[src/rtl/gray_pkg.sv]
// Shared types and conversion helpers for the registered Gray-code counter.
// Helpers operate at MAX_W bits; callers zero-extend and truncate to their width.
package gray_pkg;

   localparam int MAX_W = 32;

   typedef enum logic {
      DIR_UP = 1'b0,
      DIR_DN = 1'b1
   } dir_e;

   function automatic logic [MAX_W-1:0] bin2gray(input logic [MAX_W-1:0] b);
      return b ^ (b >> 1);
   endfunction

   // Top bit passes through; each lower bit folds in the binary bit above it.
   function automatic logic [MAX_W-1:0] gray2bin(input logic [MAX_W-1:0] g);
      logic [MAX_W-1:0] b;
      b[MAX_W-1] = g[MAX_W-1];
      for (int i = MAX_W-2; i >= 0; i--) begin
         b[i] = g[i] ^ b[i+1];
      end
      return b;
   endfunction

endpackage

[src/rtl/conv_gray_bin.sv]
// Combinational Gray-to-binary converter used on the counter's load path.
module conv_gray_bin
   import gray_pkg::*;
#(
   parameter int WIDTH = 4
) (
   input  logic [WIDTH-1:0] gray_i,
   output logic [WIDTH-1:0] bin_o
);

   // Zero upper bits leave the lower WIDTH bits of the wide conversion correct.
   assign bin_o = WIDTH'(gray2bin(MAX_W'(gray_i)));

endmodule

[src/rtl/gray_counter.sv]
// Registered up/down Gray-code counter with binary/Gray load, clear, wrap or saturate,
// and a one-cycle boundary pulse. The Gray output comes straight from a flop, so it is CDC-safe.
module gray_counter
   import gray_pkg::*;
#(
   parameter int WIDTH   = 4,
   parameter bit WRAP    = 1'b1,
   parameter int RST_VAL = 0
) (
   input  logic             clk_i,
   input  logic             rst_i,
   input  logic             clr_i,
   input  logic             en_i,
   input  logic             dir_i,
   input  logic             load_i,
   input  logic             ld_gray_i,
   input  logic [WIDTH-1:0] ld_val_i,
   output logic [WIDTH-1:0] bin_o,
   output logic [WIDTH-1:0] gray_o,
   output logic             bnd_o
);

   if (WIDTH < 2 || WIDTH > MAX_W) begin : g_bad_width
      $error("gray_counter: WIDTH must be between 2 and %0d", MAX_W);
   end
   if (RST_VAL < 0 || longint'(RST_VAL) >= (longint'(1) << WIDTH)) begin : g_bad_rst
      $error("gray_counter: RST_VAL must be below 2**WIDTH");
   end

   localparam logic [WIDTH-1:0] RST_B = WIDTH'(RST_VAL);
   localparam logic [WIDTH-1:0] RST_G = RST_B ^ (RST_B >> 1);
   localparam logic [WIDTH-1:0] MAX_B = '1;

   logic [WIDTH-1:0] bin_q;
   logic [WIDTH-1:0] gray_q;
   logic             bnd_q;
   logic [WIDTH-1:0] ld_bin;
   logic [WIDTH-1:0] next_bin;
   logic [WIDTH-1:0] next_gray;
   logic             next_bnd;
   dir_e             dir;

   assign dir = dir_e'(dir_i);

   conv_gray_bin #(.WIDTH(WIDTH)) u_conv (
      .gray_i (ld_val_i),
      .bin_o  (ld_bin)
   );

   // Next-state selection: clear beats load beats count. A count that would cross
   // the range edge raises the boundary pulse, then either wraps or holds.
   always_comb begin
      next_bin = bin_q;
      next_bnd = 1'b0;
      if (clr_i) begin
         next_bin = RST_B;
      end else if (load_i) begin
         next_bin = ld_gray_i ? ld_bin : ld_val_i;
      end else if (en_i) begin
         if (dir == DIR_UP) begin
            if (bin_q == MAX_B) begin
               next_bnd = 1'b1;
               next_bin = WRAP ? '0 : bin_q;
            end else begin
               next_bin = bin_q + 1'b1;
            end
         end else begin
            if (bin_q == '0) begin
               next_bnd = 1'b1;
               next_bin = WRAP ? MAX_B : bin_q;
            end else begin
               next_bin = bin_q - 1'b1;
            end
         end
      end
   end

   assign next_gray = WIDTH'(bin2gray(MAX_W'(next_bin)));

   // Binary and Gray copies update on the same edge, so gray_o always matches bin_o.
   always_ff @(posedge clk_i or posedge rst_i) begin
      if (rst_i) begin
         bin_q  <= RST_B;
         gray_q <= RST_G;
         bnd_q  <= 1'b0;
      end else begin
         bin_q  <= next_bin;
         gray_q <= next_gray;
         bnd_q  <= next_bnd;
      end
   end

   assign bin_o  = bin_q;
   assign gray_o = gray_q;
   assign bnd_o  = bnd_q;

endmodule

[config.mk]
export PLATFORM = sky130hd
export DESIGN_NAME = gray_counter
export DESIGN_NICKNAME = d
export VERILOG_FILES = /design/src/rtl/gray_pkg.sv /design/src/rtl/conv_gray_bin.sv /design/src/rtl/gray_counter.sv
export SDC_FILE = /design/constraint.sdc
export NUM_CORES = 1
export LEC_CHECK = 0
export ABC_AREA = 1
export CAP_MARGIN = 20
export CELL_PAD_IN_SITES_DETAIL_PLACEMENT = 1
export CELL_PAD_IN_SITES_GLOBAL_PLACEMENT = 2
export CORE_ASPECT_RATIO = 1.5
export CORE_MARGIN = 2
export CORE_UTILIZATION = 24
export DETAILED_ROUTE_END_ITERATION = 16
export MAX_ROUTING_LAYER = met4
export PLACE_DENSITY = 0.89
export SYNTH_ARGS = -nofsm -noshare
export SYNTH_HDL_FRONTEND = slang
export SYNTH_HIERARCHICAL = 1
export SYNTH_SLANG_ARGS = --single-unit
export TNS_END_PERCENT = 5
[constraint.sdc]
create_clock -name clk_i -period 1.65 [get_ports clk_i]
set_input_delay 0.33 -clock clk_i [delete_from_list [all_inputs] [get_ports clk_i]]
set_output_delay 0.33 -clock clk_i [all_outputs]
set_load 0.02 [all_outputs]
==> results by group <==
Final layout
  • N_diodes: 0
  • Filler instances: around 370
  • Layout cells sized above 1: between 20% and 30%
  • Fin util: around two fifths
  • Final instance area: 0.00103 mm^2
  • P&R area growth vs syn: 49.5%
  • Final net count: 148

Yosys
  • Sequential element share of the synthesized area: 29.0%
  • Post-synth top area share: slightly below 30%
  • Area leader, netlist: dfrtp_1
  • Netlist cell types: 19
  • Cell area after synthesis: between 600 and 700 um^2
  • Yosys Warn Count: 6
  • Synthesized Nets: about 120
  • Syn Area/Cell: roughly 6.6 um^2
  • Cells after Synth: between 100 and 150
  • Synth area leaders: dfrtp_1 (29%), nand2_1 (17%), nand3_1 (12%)
  • #FFs+latches synth: 8

Clock tree
  • Post-CTS setup buffer count: 0
  • Clock transition at path regs: 0.04 ns
  • CTS Sinks: 8
  • CTS tree: done
  • Cts bufs inserted: 3
  • Clk Latency, worst-skew pair: 0.23 ns
  • Clk Tree Root Cell: clkbuf_8
  • CTS max path bufs: 2
  • CTS H-Tree Depth: 1
  • CTS Hold Bufs: 0

Floorplanning
  • Ports: 20
  • Full die area: around 0.0033 mm^2
  • Initial Utilization: 25.5%
  • Row count: 23
  • Die height: between 60 and 70 um
  • Core Region: 0.00271 mm^2
  • Width of the die: roughly 48 um

Global route
  • Largest net degree at the start of global routing: 9
  • GRT overflow: 0
  • Vias in the first global route: 820
  • Initial antenna violation count: 0
  • Global-route wire length before repair: ~3.4 mm
  • Total track usage: roughly 14%

Placement
  • DP Area: approximately 970 um^2
  • I/O Buffers: 19
  • DP HPWL: around 1.8 mm
  • Final GP Congestion: 0.800

Setup path
  • Crit Path Max Fanout: 5
  • Critical path arrival: roughly 1.3 ns
  • Register-to-Register Path Depth: 6
  • Crit path required time: about 1.3 ns
  • CP Launch Point: bin_o[0]$_DFF_PP0_
  • Stages on worst setup path: 1
  • Slowest-stage cell, CP: clkdlybuf4s50_1
  • FF-to-FF Start: bin_o[0]$_DFF_PP0_
  • RR Endpoint: gray_o[1]$_DFF_PP0_
  • CP Capture Point: bin_o[0]
  • WS Path Type: reg -> out
  • Worst setup EP type: output port
  • Critical path buffers and inverters: 1
  • Crit start category: flop
  • Cells along the critical path: clkdlybuf4s50_1
  • R2r setup slk: 0.07 ns
  • CP top delay family: buffers and inverters
  • Largest stage delay, worst path: 0.63 ns

Drt
  • Total number of vias: around 780
  • WL final: roughly 2.1 mm
  • Routed WL per cell: about 12 um
  • Number of iterations in the first detailed-routing pass: 2
  • Starting DRC count in detailed routing: 9
  • Drt drc: 0
  • Vias/cell: between 4 and 5
  • Post-route ant nets: 0

Timing
  • Max Clk Rate: approximately 620 MHz
  • RSZ-0062 raised after global routing: true
  • Tcrit/Tclk final: 97.3%
  • Final hold violation count: 0
  • Fin Clk Skew: 0.00284 ns
  • Post-route minimum period: about 1.6 ns
  • Least-Margin Pin Slew: around 0.29 ns
  • Slew margin rel.: 80.4%
  • Max-slew violation count: 0
  • Final setup fails: 0

Job
  • Max Cap Viol: 0

Run status
  • Status: completed

Power
  • PD cells: 721 mW/mm^2
  • Worst VDD drop: 299 uV
  • Cell leakage power: between 0.5 and 0.6 nW

Hold path
  • Hold Crit Class: in -> async
[per-layer routing]
metal	vias up	routed length, um	global-route usage, %
li1	385	-	-
met1	379	738	13.4
met2	18	1260	26.8
met3	0	56	0.781
met4	0	0	4.50
met5	-	0	-
[layout make-up]
type	count	area, um^2	share of cell area [%]
inverters	20	75.1	7.28
flip-flops and latches	8	201	19.5
multi-input cells	73	398	38.6
clock buffers	3	41.3	4.00
well taps	37	46.3	4.49
repair buffers	29	269	26.1
[placed cells by master (no fill, tap or decap), types with 2 or more instances in the layout]
cell              n
a21oi_1           5
a21oi_2           2
buf_4            10
clkbuf_8          3
clkdlybuf4s50_1  16
dfrtp_1           7
dlymetal6s2s_1    2
ha_1              2
inv_1            17
inv_2             3
nand2_1          30
nand2_2           4
nand3_1          16
nand3_2           4
nand4_1           3
[per-stage QoR]
step | total power [mW] | std cells | TNS (ns) | setup slack, ns | hold slack, ns
after floorplan | 0.388 | 104 | 0 | 0.0794 | 0.146
after global placement | 0.505 | 167 | -0.239 | -0.113 | 0.585
after detailed placement | 0.516 | 167 | -0.530 | -0.172 | 0.593
after CTS | 0.747 | 170 | 0 | 0.0168 | 0.356
after global routing | 0.791 | 170 | -0.00269 | -0.00269 | 0.399
final | 0.743 | 170 | 0 | 0.0446 | 0.344
[report_power, final]
group | total, mW | leakage [nW] | switching (mW) | internal (mW)
sequential | 0.230 | 0.101 | 0.0132 | 0.217
combinational | 0.282 | 0.431 | 0.155 | 0.127
clock | 0.231 | 0.0216 | 0.0733 | 0.158
[worst min path at each step]
stage,end,slack (ns),cells after the start
3_3_place_gp,gray_o[2]$_DFF_PP0_,0.59,2
6_report,bnd_o$_DFF_PP0_,0.34,2
3_5_place_dp,bin_o[3]$_DFF_PP0_,0.59,2
4_1_cts,bnd_o$_DFF_PP0_,0.36,2
2_1_floorplan,bin_o[0]$_DFF_PP0_,0.15,1
5_1_grt,gray_o[0]$_DFF_PP0_,0.40,2
[sequential cells by signal (all words and copies together), names as in the netlist]
register,cells
bnd_o,1
bin_o,4
gray_o,3
[cells by family after synthesis]
kind of cell	share of synthesized area, %
and+or+nand+nor	44.3
buffers and inverters	14.7
AOI/OAI and AO/OA	5.81
DFF	29.0
xor gates and xnor gates	2.54
adders and majority gates	3.63
[what timing repair did]
| action | CTS | global route |
|---|---|---|
| gates resized for setup | 1 | 7 |
| pin swaps | 0 | 1 |
| endpoints found under the setup margin | 1 | 4 |
[cell usage after synthesis]
library cell   n
nor2_4         1
nand2_2        3
nand4_1        3
inv_1         18
xor2_1         1
nand3_2        4
xnor2_1        1
o21ai_1        1
buf_6          1
inv_2          2
or2_1          1
nor2_1         1
buf_4          2
a21oi_1        7
nand2_1       31
ha_1           2
nor3_2         1
dfrtp_1        8
nand3_1       16
No activity file was read; power rests on OpenSTA's default activity.
